<file path="config.mk">
export PLATFORM = sky130hd
export DESIGN_NAME = uart_tx_peripheral
export DESIGN_NICKNAME = d
export VERILOG_FILES = /design/src/rtl/uart_tx_peripheral.sv
export SDC_FILE = /design/constraint.sdc
export NUM_CORES = 1
export LEC_CHECK = 0
export ABC_AREA = 1
export CAP_MARGIN = 20
export CORE_ASPECT_RATIO = 2
export CORE_MARGIN = 3
export CORE_UTILIZATION = 45
export DETAILED_ROUTE_END_ITERATION = 6
export PLACE_DENSITY = 0.74
export SYNTH_ARGS = -nofsm -noshare
export SYNTH_HDL_FRONTEND = slang
export SYNTH_SLANG_ARGS = --single-unit
</file>
<file path="constraint.sdc">
create_clock -name clk24 -period 7 [get_ports clk24]
set_input_delay 1.05 -clock clk24 [delete_from_list [all_inputs] [get_ports clk24]]
set_output_delay 1.05 -clock clk24 [all_outputs]
set_load 0.01 [all_outputs]
</file>
<file path="src/rtl/uart_tx_peripheral.sv">
// uart_tx_peripheral
//
// Memory-mapped 8N1 UART transmitter. It sits on the core's data bus behind
// the top-level address decode. Stores to DATA queue one byte in a small
// circular FIFO. An FSM serialises each byte onto tx, LSB first, with one
// start bit and one stop bit.
//
// Register map (word-decoded on memory_address[31:2]):
//   DATA   @ BASE_ADDRESS     write [7:0] pushes a byte; reads return 0
//   STATUS @ BASE_ADDRESS + 4 [0] full, [1] empty, [2] busy (FSM not idle),
//                             [3] overflow (sticky, write 1 to clear),
//                             [7:4] fifo count
//
// Bus protocol: there is no stall or handshake. A store is one cycle with
// memory_write_sections != 0, and it is always consumed. If a DATA store
// arrives while the FIFO is full and nothing drains that cycle, the byte is
// dropped and overflow is set. Reads have a fixed one-cycle latency.
// read_valid is high on the edge after any DATA or STATUS address,
// independent of the sections, so the top-level read mux can select on it.
//
// Ports:
//   clk24                  core clock (24 MHz)
//   reset                  asynchronous, active-high
//   memory_address         byte address; bits [1:0] ignored
//   memory_write_value     lane-shifted store data
//   memory_write_sections  byte-lane write enables
//   read_value             registered read data
//   read_valid             read_value belongs to this block
//   tx                     serial output, idle high, registered
//   tx_busy                FIFO non-empty or FSM not idle, registered

module uart_tx_peripheral #(
    parameter logic [31:0] BASE_ADDRESS   = 32'h80000018,
    parameter int          CLOCKS_PER_BIT = 208,
    parameter int          FIFO_DEPTH     = 4
) (
    input  logic        clk24,
    input  logic        reset,
    input  logic [31:0] memory_address,
    input  logic [31:0] memory_write_value,
    input  logic [3:0]  memory_write_sections,
    output logic [31:0] read_value,
    output logic        read_valid,
    output logic        tx,
    output logic        tx_busy
);

    localparam int PTR_W  = $clog2(FIFO_DEPTH);
    localparam int CNT_W  = PTR_W + 1;
    localparam int BCNT_W = $clog2(CLOCKS_PER_BIT);

    localparam logic [29:0]       DATA_WORD   = BASE_ADDRESS[31:2];
    localparam logic [29:0]       STATUS_WORD = BASE_ADDRESS[31:2] + 30'd1;
    localparam logic [BCNT_W-1:0] BIT_LAST    = BCNT_W'(CLOCKS_PER_BIT - 1);
    localparam logic [CNT_W-1:0]  DEPTH_CNT   = CNT_W'(FIFO_DEPTH);

    typedef enum logic [1:0] {
        ST_IDLE  = 2'd0,
        ST_START = 2'd1,
        ST_DATA  = 2'd2,
        ST_STOP  = 2'd3
    } state_e;

    state_e              state_q, state_d;
    logic [BCNT_W-1:0]   bit_cnt_q, bit_cnt_d;
    logic [2:0]          bit_idx_q, bit_idx_d;
    logic [7:0]          shift_q, shift_d;
    logic                tx_q, tx_d;
    logic                busy_q, busy_d;

    logic [7:0]          fifo_mem_q [FIFO_DEPTH];
    logic [7:0]          fifo_mem_d [FIFO_DEPTH];
    logic [PTR_W-1:0]    wr_ptr_q, wr_ptr_d;
    logic [PTR_W-1:0]    rd_ptr_q, rd_ptr_d;
    logic [CNT_W-1:0]    count_q, count_d;
    logic                overflow_q, overflow_d;

    logic                read_valid_q, read_valid_d;
    logic [31:0]         read_value_q, read_value_d;

    logic [29:0]         addr_word;
    logic                hit_data, hit_status;
    logic                fifo_full, fifo_empty;
    logic                pop, push_req, push;
    logic [31:0]         status_word;

    // Bits of the bus this block never looks at.
    logic unused_bus_bits;
    assign unused_bus_bits = ^{memory_address[1:0], memory_write_value[31:8],
                               memory_write_sections[3:1]};

    assign addr_word  = memory_address[31:2];
    assign hit_data   = (addr_word == DATA_WORD);
    assign hit_status = (addr_word == STATUS_WORD);
    assign fifo_full  = (count_q == DEPTH_CNT);
    assign fifo_empty = (count_q == '0);

    // Serialiser FSM. A pop loads the shift register and drives the start
    // bit on the same edge. In DATA, tx always carries shift_q[0], so the
    // next bit is shift_q[1] just before the shift.
    always_comb begin
        state_d   = state_q;
        bit_cnt_d = bit_cnt_q;
        bit_idx_d = bit_idx_q;
        shift_d   = shift_q;
        tx_d      = tx_q;
        pop       = 1'b0;
        case (state_q)
            ST_IDLE: begin
                tx_d = 1'b1;
                if (!fifo_empty) begin
                    pop       = 1'b1;
                    shift_d   = fifo_mem_q[rd_ptr_q];
                    tx_d      = 1'b0;
                    bit_cnt_d = '0;
                    state_d   = ST_START;
                end
            end
            ST_START: begin
                if (bit_cnt_q == BIT_LAST) begin
                    bit_cnt_d = '0;
                    bit_idx_d = 3'd0;
                    tx_d      = shift_q[0];
                    state_d   = ST_DATA;
                end else begin
                    bit_cnt_d = bit_cnt_q + BCNT_W'(1);
                end
            end
            ST_DATA: begin
                if (bit_cnt_q == BIT_LAST) begin
                    bit_cnt_d = '0;
                    if (bit_idx_q == 3'd7) begin
                        tx_d    = 1'b1;
                        state_d = ST_STOP;
                    end else begin
                        shift_d   = {1'b0, shift_q[7:1]};
                        tx_d      = shift_q[1];
                        bit_idx_d = bit_idx_q + 3'd1;
                    end
                end else begin
                    bit_cnt_d = bit_cnt_q + BCNT_W'(1);
                end
            end
            ST_STOP: begin
                if (bit_cnt_q == BIT_LAST) begin
                    bit_cnt_d = '0;
                    if (!fifo_empty) begin
                        // Back-to-back frame: no idle gap after the stop bit.
                        pop     = 1'b1;
                        shift_d = fifo_mem_q[rd_ptr_q];
                        tx_d    = 1'b0;
                        state_d = ST_START;
                    end else begin
                        state_d = ST_IDLE;
                    end
                end else begin
                    bit_cnt_d = bit_cnt_q + BCNT_W'(1);
                end
            end
            default: begin
                tx_d    = 1'b1;
                state_d = ST_IDLE;
            end
        endcase
    end

    // FIFO and overflow. A pop on the same edge frees the slot that a push
    // into a full FIFO needs, so that push is accepted.
    always_comb begin
        push_req   = hit_data && memory_write_sections[0];
        push       = push_req && (!fifo_full || pop);
        fifo_mem_d = fifo_mem_q;
        wr_ptr_d   = wr_ptr_q;
        rd_ptr_d   = rd_ptr_q;
        count_d    = count_q;
        overflow_d = overflow_q;

        if (push) begin
            fifo_mem_d[wr_ptr_q] = memory_write_value[7:0];
            wr_ptr_d             = wr_ptr_q + PTR_W'(1);
        end
        if (pop) begin
            rd_ptr_d = rd_ptr_q + PTR_W'(1);
        end
        case ({push, pop})
            2'b10:   count_d = count_q + CNT_W'(1);
            2'b01:   count_d = count_q - CNT_W'(1);
            default: count_d = count_q;
        endcase

        if (hit_status && memory_write_sections[0] && memory_write_value[3]) begin
            overflow_d = 1'b0;
        end
        if (push_req && fifo_full && !pop) begin
            overflow_d = 1'b1;
        end

        busy_d = (count_d != '0) || (state_d != ST_IDLE);
    end

    // The read path samples the current register state, so a STATUS read
    // does not see this edge's updates.
    always_comb begin
        status_word  = {24'd0, 4'(count_q), overflow_q, (state_q != ST_IDLE),
                        fifo_empty, fifo_full};
        read_valid_d = hit_data || hit_status;
        read_value_d = hit_status ? status_word : 32'd0;
    end

    always_ff @(posedge clk24 or posedge reset) begin
        if (reset) begin
            state_q      <= ST_IDLE;
            bit_cnt_q    <= '0;
            bit_idx_q    <= 3'd0;
            shift_q      <= 8'd0;
            tx_q         <= 1'b1;
            busy_q       <= 1'b0;
            for (int i = 0; i < FIFO_DEPTH; i++) begin
                fifo_mem_q[i] <= 8'd0;
            end
            wr_ptr_q     <= '0;
            rd_ptr_q     <= '0;
            count_q      <= '0;
            overflow_q   <= 1'b0;
            read_valid_q <= 1'b0;
            read_value_q <= 32'd0;
        end else begin
            state_q      <= state_d;
            bit_cnt_q    <= bit_cnt_d;
            bit_idx_q    <= bit_idx_d;
            shift_q      <= shift_d;
            tx_q         <= tx_d;
            busy_q       <= busy_d;
            fifo_mem_q   <= fifo_mem_d;
            wr_ptr_q     <= wr_ptr_d;
            rd_ptr_q     <= rd_ptr_d;
            count_q      <= count_d;
            overflow_q   <= overflow_d;
            read_valid_q <= read_valid_d;
            read_value_q <= read_value_d;
        end
    end

    assign tx         = tx_q;
    assign tx_busy    = busy_q;
    assign read_valid = read_valid_q;
    assign read_value = read_value_q;

endmodule

</file>
==> flow_metrics.tcl, run 1 <==
set metrics [dict create \
    status "finished clean" \
    p_leak_uw 0.00241 \
    cts_buffers 9 \
    grt_max_degree 72 \
    synth-warning-count 0 \
    avgSynthCellArea_sq_um 7.82 \
    grt_pass1_wl_microns 15300 \
    maxCapViolations 0 \
    critPathKind "input port to flop" \
    ir_drop_uv 129 \
    die_w_microns 73.3 \
    slew_viol_final 0 \
    dp_hpwl_microns 6710 \
    ant_nets 0 \
    multi_input_area_sq_um 1870 \
    drive_above_1_share_pct 5.09 \
    gr-total-overflow 0 \
    arrival_ns 3.84 \
    max_freq_mhz 281 \
    finalHoldViolCount 0 \
    synth.most_common_cell "nand2_1" \
    yosys.area_share.simple_pct 29.9 \
    rows 48 \
    cts.sink_count 71 \
    drtIter0Drc 157 \
    p_per_area_nw_per_um2 186 \
    min_period_ns 3.56 \
    track_usage_pct 19.0 \
    n_fill_cell 787 \
    max_slew.worst_pin.slew_ns 0.899 \
    switchingPower_uw 186 \
    reg2regPathDepth 17 \
    synth_seq_cells 71 \
    holdWs_ns 0.467 \
    setup_slack_ns 3.44 \
    die_area_sq_um 10300 \
    fin_skew_ns 0.00563 \
    syn_to_final_growth_pct 17.4 \
    finalCritPeriodShare_pct 50.9 \
    path_common_cell "nand2_1" \
    worstSkewPairLatency_ns 0.33 \
    cts_root_buf "clkbuf_16" \
    internal_power_uw 703 \
    final_nets 649 \
    synth_top_area_share_pct 43.0 \
    drtPass1Iterations 4 \
    ctsHoldBuffers 0 \
    critPathLaunchType "input port" \
    syn_inst 521 \
    critPathMaxStageDelay_ns 0.46 \
    rsz0062_at_grt "no" \
    cts_buffer_depth 2 \
    pre_cts_slack_ns 3.11 \
    end_kind "flop" \
    synth_xor_area_share_pct 1.07 \
    setup_violations 0 \
    antenna_cells 0 \
    h-tree-depth 3 \
    core_sq_um 8710 \
    synth_cell_types 37 \
    synth_top_cells_by_count "142 x nand2_1, 70 x dfrtp_1, 60 x nor2_1" \
    cts_tree "built" \
    drc_errors 0 \
    clkPwrFrac_pct 48.4 \
    synth_compound_area_share_pct 8.04 \
    num_vias 3534 \
    crit_fanout 36 \
    synthAdderAreaFrac_pct 4.48 \
    cp_cell_sequence "clkdlybuf4s50_1 -> nand2_1 -> nor2_1 -> nand2_1 -> nor2_1 -> nand2_1 -> nor2_2 -> buf_4 -> nand2_1 -> ha_1 -> inv_1 -> fa_1 -> o21ai_0 -> nor2_1 -> nand2_1 -> nor2_1 -> nand2_1" \
    switching_share_pct 20.9 \
    hold_class "flop to flop" \
    via_per_inst 5.27 \
    ctsResizeCount 0 \
    gp_congestion 0.869 \
    p_seq_share_pct 46.2 \
    finalWirelength_microns 9170 \
    fin_tns_setup_ns 0 \
    yosysTopAreaCell "dfrtp_1" \
    clk_pin_slew_ns 0.06 \
    synthMuxAreaShare_pct 0 \
    io_buffers 50 \
    initial_core_util_pct 46.8 \
    worstPathRequired_ns 7.27 \
    ios 105 \
    synth_area_leaders "dfrtp_1 43%, nand2_1 13%, nor2_1 5.5%" \
    min_path_cells 2 \
    cts_setup_buffers 0 \
    fin_util_pct 55.0 \
    yosysSeqAreaShare_pct 43.6 \
    power_frac_comb_pct 5.4 \
    crit_slowest_cell "clkdlybuf4s50_1" \
    antenna_found_initial 0 \
    relSlewSlack_pct 40.1 \
    synth_top_flop_cell "dfrtp_1" \
    synth_top_family_by_area "simple AND/OR/NAND/NOR gates" \
    synth-edff-count 0 \
    seq_area_sq_um 1780 \
    grt_pass1_vias 3435 \
    ys_async_sr_fraction_pct 100 \
    routedWlPerCell_microns 13.7 \
    syn_area_sq_um 4080 \
    fp.dieH_microns 141 \
]
critical path, delay by kind of cell:
kind | cells | cell delay (ns)
buf+inv | 3 | 0.90
fa+ha+maj | 2 | 0.65
simple gates | 11 | 1.01
compound gates | 1 | 0.23
state kept, by name (all words and copies together), names as in the netlist:
signal and count:
read_value 7, shift_q 8, read_valid 1, fifo_mem_q 32
count_q 3, tx_busy 1, rd_ptr_q 2, bit_idx_q 3
wr_ptr_q 2, tx 1, state_q 2, overflow_q 1
bit_cnt_q 8
placed cells by master (no fill, tap or decap), types with 2 or more instances in the layout:
cell | netlist | final
nand2_1 | 142 | 142
dfrtp_1 | 70 | 70
nor2_1 | 60 | 60
inv_1 | 58 | 57
clkdlybuf4s50_1 | 0 | 50
nand4_1 | 35 | 35
o21ai_0 | 33 | 33
conb_1 | 1 | 25
nand3_1 | 19 | 19
ha_1 | 13 | 13
o22ai_1 | 11 | 11
clkbuf_16 | 0 | 9
xor2_1 | 4 | 4
a21oi_1 | 4 | 4
clkbuf_1 | 4 | 4
nand2_4 | 3 | 3
nor3_1 | 3 | 3
clkbuf_8 | 0 | 3
inv_2 | 1 | 2
nor2_2 | 2 | 2
nand4_4 | 2 | 2
a31oi_1 | 2 | 2
o211ai_1 | 2 | 2
buf_4 | 25 | 2
worst paths after layout:
path	from	endpoint	slack (ns)
worst min register to register	fifo_mem_q[13]	fifo_mem_q[13]	0.47
worst min-delay path	fifo_mem_q[13]	fifo_mem_q[13]	0.47
worst max register to register	state_q[0]	tx_busy	3.82
worst max-delay path	memory_address[31]	tx_busy	3.44
max in group asynchronous	reset	shift_q[3]	5.10
min in group asynchronous	reset	read_value[0]	1.30
stage by stage:
stage | cells | power (uW) | cell area [sq um]
global route | 670 | 919 | 4790
CTS | 670 | 896 | 4790
global placement | 654 | 465 | 4510
detailed placement | 654 | 466 | 4510
floorplan | 545 | 446 | 4170
finish | 670 | 889 | 4790
power groups by stage:
stage	logic, uW	clock network [uW]	registers, uW
final	47.8	430	411
after CTS	47.9	437	411
after global placement	46.8	0	418
after global routing	53.0	455	410
after detailed placement	47.9	0	418
after floorplan	28.3	0	418
cell type report:
type	count	share of cell area, %
inverters	59	4.63
well taps	100	2.61
clock buffers	16	5.88
flip-flops and latches	71	37.1
repair buffers	52	10.8
multi-input cells	372	39.0
layer usage:
metal	vias up	global-route usage [%]	routed length, microns	share of wire, %
li1	1712	-	-	-
met1	1686	18.5	3180	35
met2	110	35.6	5240	57
met3	26	3.78	399	4.4
met4	0	10.0	349	3.8
met5	-	0	0	0
cell families after synthesis:
family / after synthesis
buf+inv: 102
fa+ha+maj: 14
compound gates: 58
other cells: 1
flops: 71
simple gates: 270
xor+xnor: 5
No activity file was read; power rests on OpenSTA's default activity.
==> run 2: changes to the inputs <==
--- a/config.mk
+++ b/config.mk
@@ -11,7 +11,7 @@
 export CORE_MARGIN = 3
 export CORE_UTILIZATION = 45
 export DETAILED_ROUTE_END_ITERATION = 6
-export PLACE_DENSITY = 0.74
+export PLACE_DENSITY = 0.76
 export SYNTH_ARGS = -nofsm -noshare
 export SYNTH_HDL_FRONTEND = slang
 export SYNTH_SLANG_ARGS = --single-unit
==> constraint.sdc (replaced) <==
create_clock -name clk24 -period 2.93 [get_ports clk24]
set_input_delay 0.4395 -clock clk24 [delete_from_list [all_inputs] [get_ports clk24]]
set_output_delay 0.4395 -clock clk24 [all_outputs]
set_load 0.01 [all_outputs]
==> flow_metrics.tcl, run 2 (synthesis gave the netlist of run 1 again) <==
set metrics [dict create \
    cts.sink_count 71 \
    gp_congestion 0.871 \
    cp.buffers_inverters 3 \
    ant_nets 0 \
    relSlewSlack_pct 62.1 \
    grt_max_degree 72 \
    dp_hpwl_microns 6700 \
    syn_to_final_growth_pct 19.4 \
    final_cell_mix "141 x nand2_1, 70 x dfrtp_1, 59 x nor2_1, 54 x inv_1, 50 x clkdlybuf4s50_1" \
    antenna_found_initial 0 \
    rows 48 \
    critPathLaunchType "flop" \
    rrSetupSlack_ns 0.22 \
    track_usage_pct 18.7 \
    clk_pin_slew_ns 0.06 \
    worstSetupEndpoint "tx_busy" \
    critPathKind "flop to flop" \
    pre_cts_slack_ns 0.0147 \
    fin_skew_ns 0.00547 \
    num_vias 3532 \
    largest-register "fifo_mem_q" \
    critPathMaxStageDelay_ns 0.39 \
    reg2reg_from "state_q[0]" \
    finalCritPeriodShare_pct 92.6 \
    post_dp_cell_area_sq_um 4560 \
    cts_buffers 9 \
    hold_class "flop to flop" \
    max_freq_mhz 369 \
    cts_tree "built" \
    p_per_area_nw_per_um2 430 \
    critPathLaunch "state_q[0]" \
    setup_violations 0 \
    crit_family "simple AND/OR/NAND/NOR gates" \
    fin_util_pct 55.9 \
    path_common_cell "nand2_1" \
    core_sq_um 8710 \
    reg2regPathDepth 17 \
    worstSkewPairLatency_ns 0.33 \
    maxCapViolations 0 \
    max_slew.worst_pin.slew_ns 0.568 \
    finalWirelength_microns 9300 \
    cp_cell_sequence "buf_4 -> ha_1 -> o21bai_1 -> nor2_2 -> nand2_4 -> nand2_4 -> nand2_2 -> ha_1 -> inv_1 -> fa_2 -> or2_2 -> nand2_1 -> xor2_2 -> inv_1 -> nand2_1 -> nor2_1 -> nand2_1" \
    path_depth 17 \
    end_kind "flop" \
    via_per_inst 5.21 \
    min_period_ns 2.71 \
    drtIter0Drc 218 \
    initial_core_util_pct 46.8 \
    die_w_microns 73.3 \
    cts_root_buf "clkbuf_16" \
    crit_fanout 4 \
    top_regs "fifo_mem_q: 32 flops, bit_cnt_q: 8 flops, shift_q: 8 flops" \
    ctsHoldBuffers 0 \
    gr-total-overflow 0 \
    largest_register_ffs 32 \
    final_nets 657 \
    h-tree-depth 3 \
    io_buffers 50 \
    ios 105 \
    setup_slack_ns 0.216 \
    die_area_sq_um 10300 \
    timing.rr.end "tx_busy" \
    fp.dieH_microns 141 \
    drtPass1Iterations 5 \
    routedWlPerCell_microns 13.7 \
    slew_viol_final 0 \
    worstPathRequired_ns 3.15 \
    grt_pass1_vias 3437 \
    arrival_ns 2.93 \
    ir_drop_uv 303 \
    finalHoldViolCount 0 \
    drive_above_1_share_pct 8.30 \
    status "finished clean" \
    p_leak_uw 0.00244 \
    cts_buffer_depth 2 \
    final_common_cell "nand2_1" \
    grt_pass1_wl_microns 15200 \
    drc_errors 0 \
    stdcell_area_sq_um 4870 \
    antenna_cells 0 \
    crit_slowest_cell "dfrtp_1" \
]
[run 2: area by class of cell]
type / instances / area [sq um]
Timing Repair Buffer: 60 / 588
Fill cell: 798 / 3840
Inverter: 59 / 221
Tap cell: 100 / 125
Clock buffer: 9 / 225
Clock inverter: 7 / 48.8
Sequential cell: 71 / 1780
Multi-Input combinational cell: 372 / 1880
[run 2: worst min-delay path: stages, from the launching register on]
cell,delay [ns]
dfrtp_1,0.34
nand2_1,0.05
nand2_1,0.04
[run 2: worst min path at each step]
stage,cells after the start,from,slack (ns),end
CTS,2,fifo_mem_q[13],0.47,fifo_mem_q[13]
detailed placement,2,fifo_mem_q[9],0.45,fifo_mem_q[9]
floorplan,2,fifo_mem_q[10],0.44,fifo_mem_q[10]
finish,2,fifo_mem_q[10],0.47,fifo_mem_q[10]
global route,2,fifo_mem_q[17],0.48,fifo_mem_q[17]
global placement,2,fifo_mem_q[20],0.45,fifo_mem_q[20]
[run 2: power by group]
group,total (uW),internal [uW],switching [uW]
clock network,996,571,425
logic,117,56.7,60.1
registers,981,981,0.00000548
[run 2: metal layers]
layer,track usage (%),part of all wire [%],up-vias
met5,0,0,-
met4,9.55,2.8,0
met3,3.07,3.4,21
met2,36.0,58,84
met1,18.0,35,1691
li1,-,-,1736
[run 2: repair_timing]
item,4_1_cts,5_1_grt
gates resized for setup,0,7
setup buffers,0,3
endpoints found under the setup margin,0,1
[run 2: through the flow]
stage / setup TNS [ns] / hold WS (ns) / cells / total power [uW]
finish: 0 / 0.467 / 678 / 2090
global route: -0.00408 / 0.483 / 678 / 2160
global placement: 0 / 0.449 / 659 / 1110
detailed placement: 0 / 0.453 / 659 / 1120
CTS: 0 / 0.468 / 675 / 2110
floorplan: 0 / 0.437 / 545 / 1070
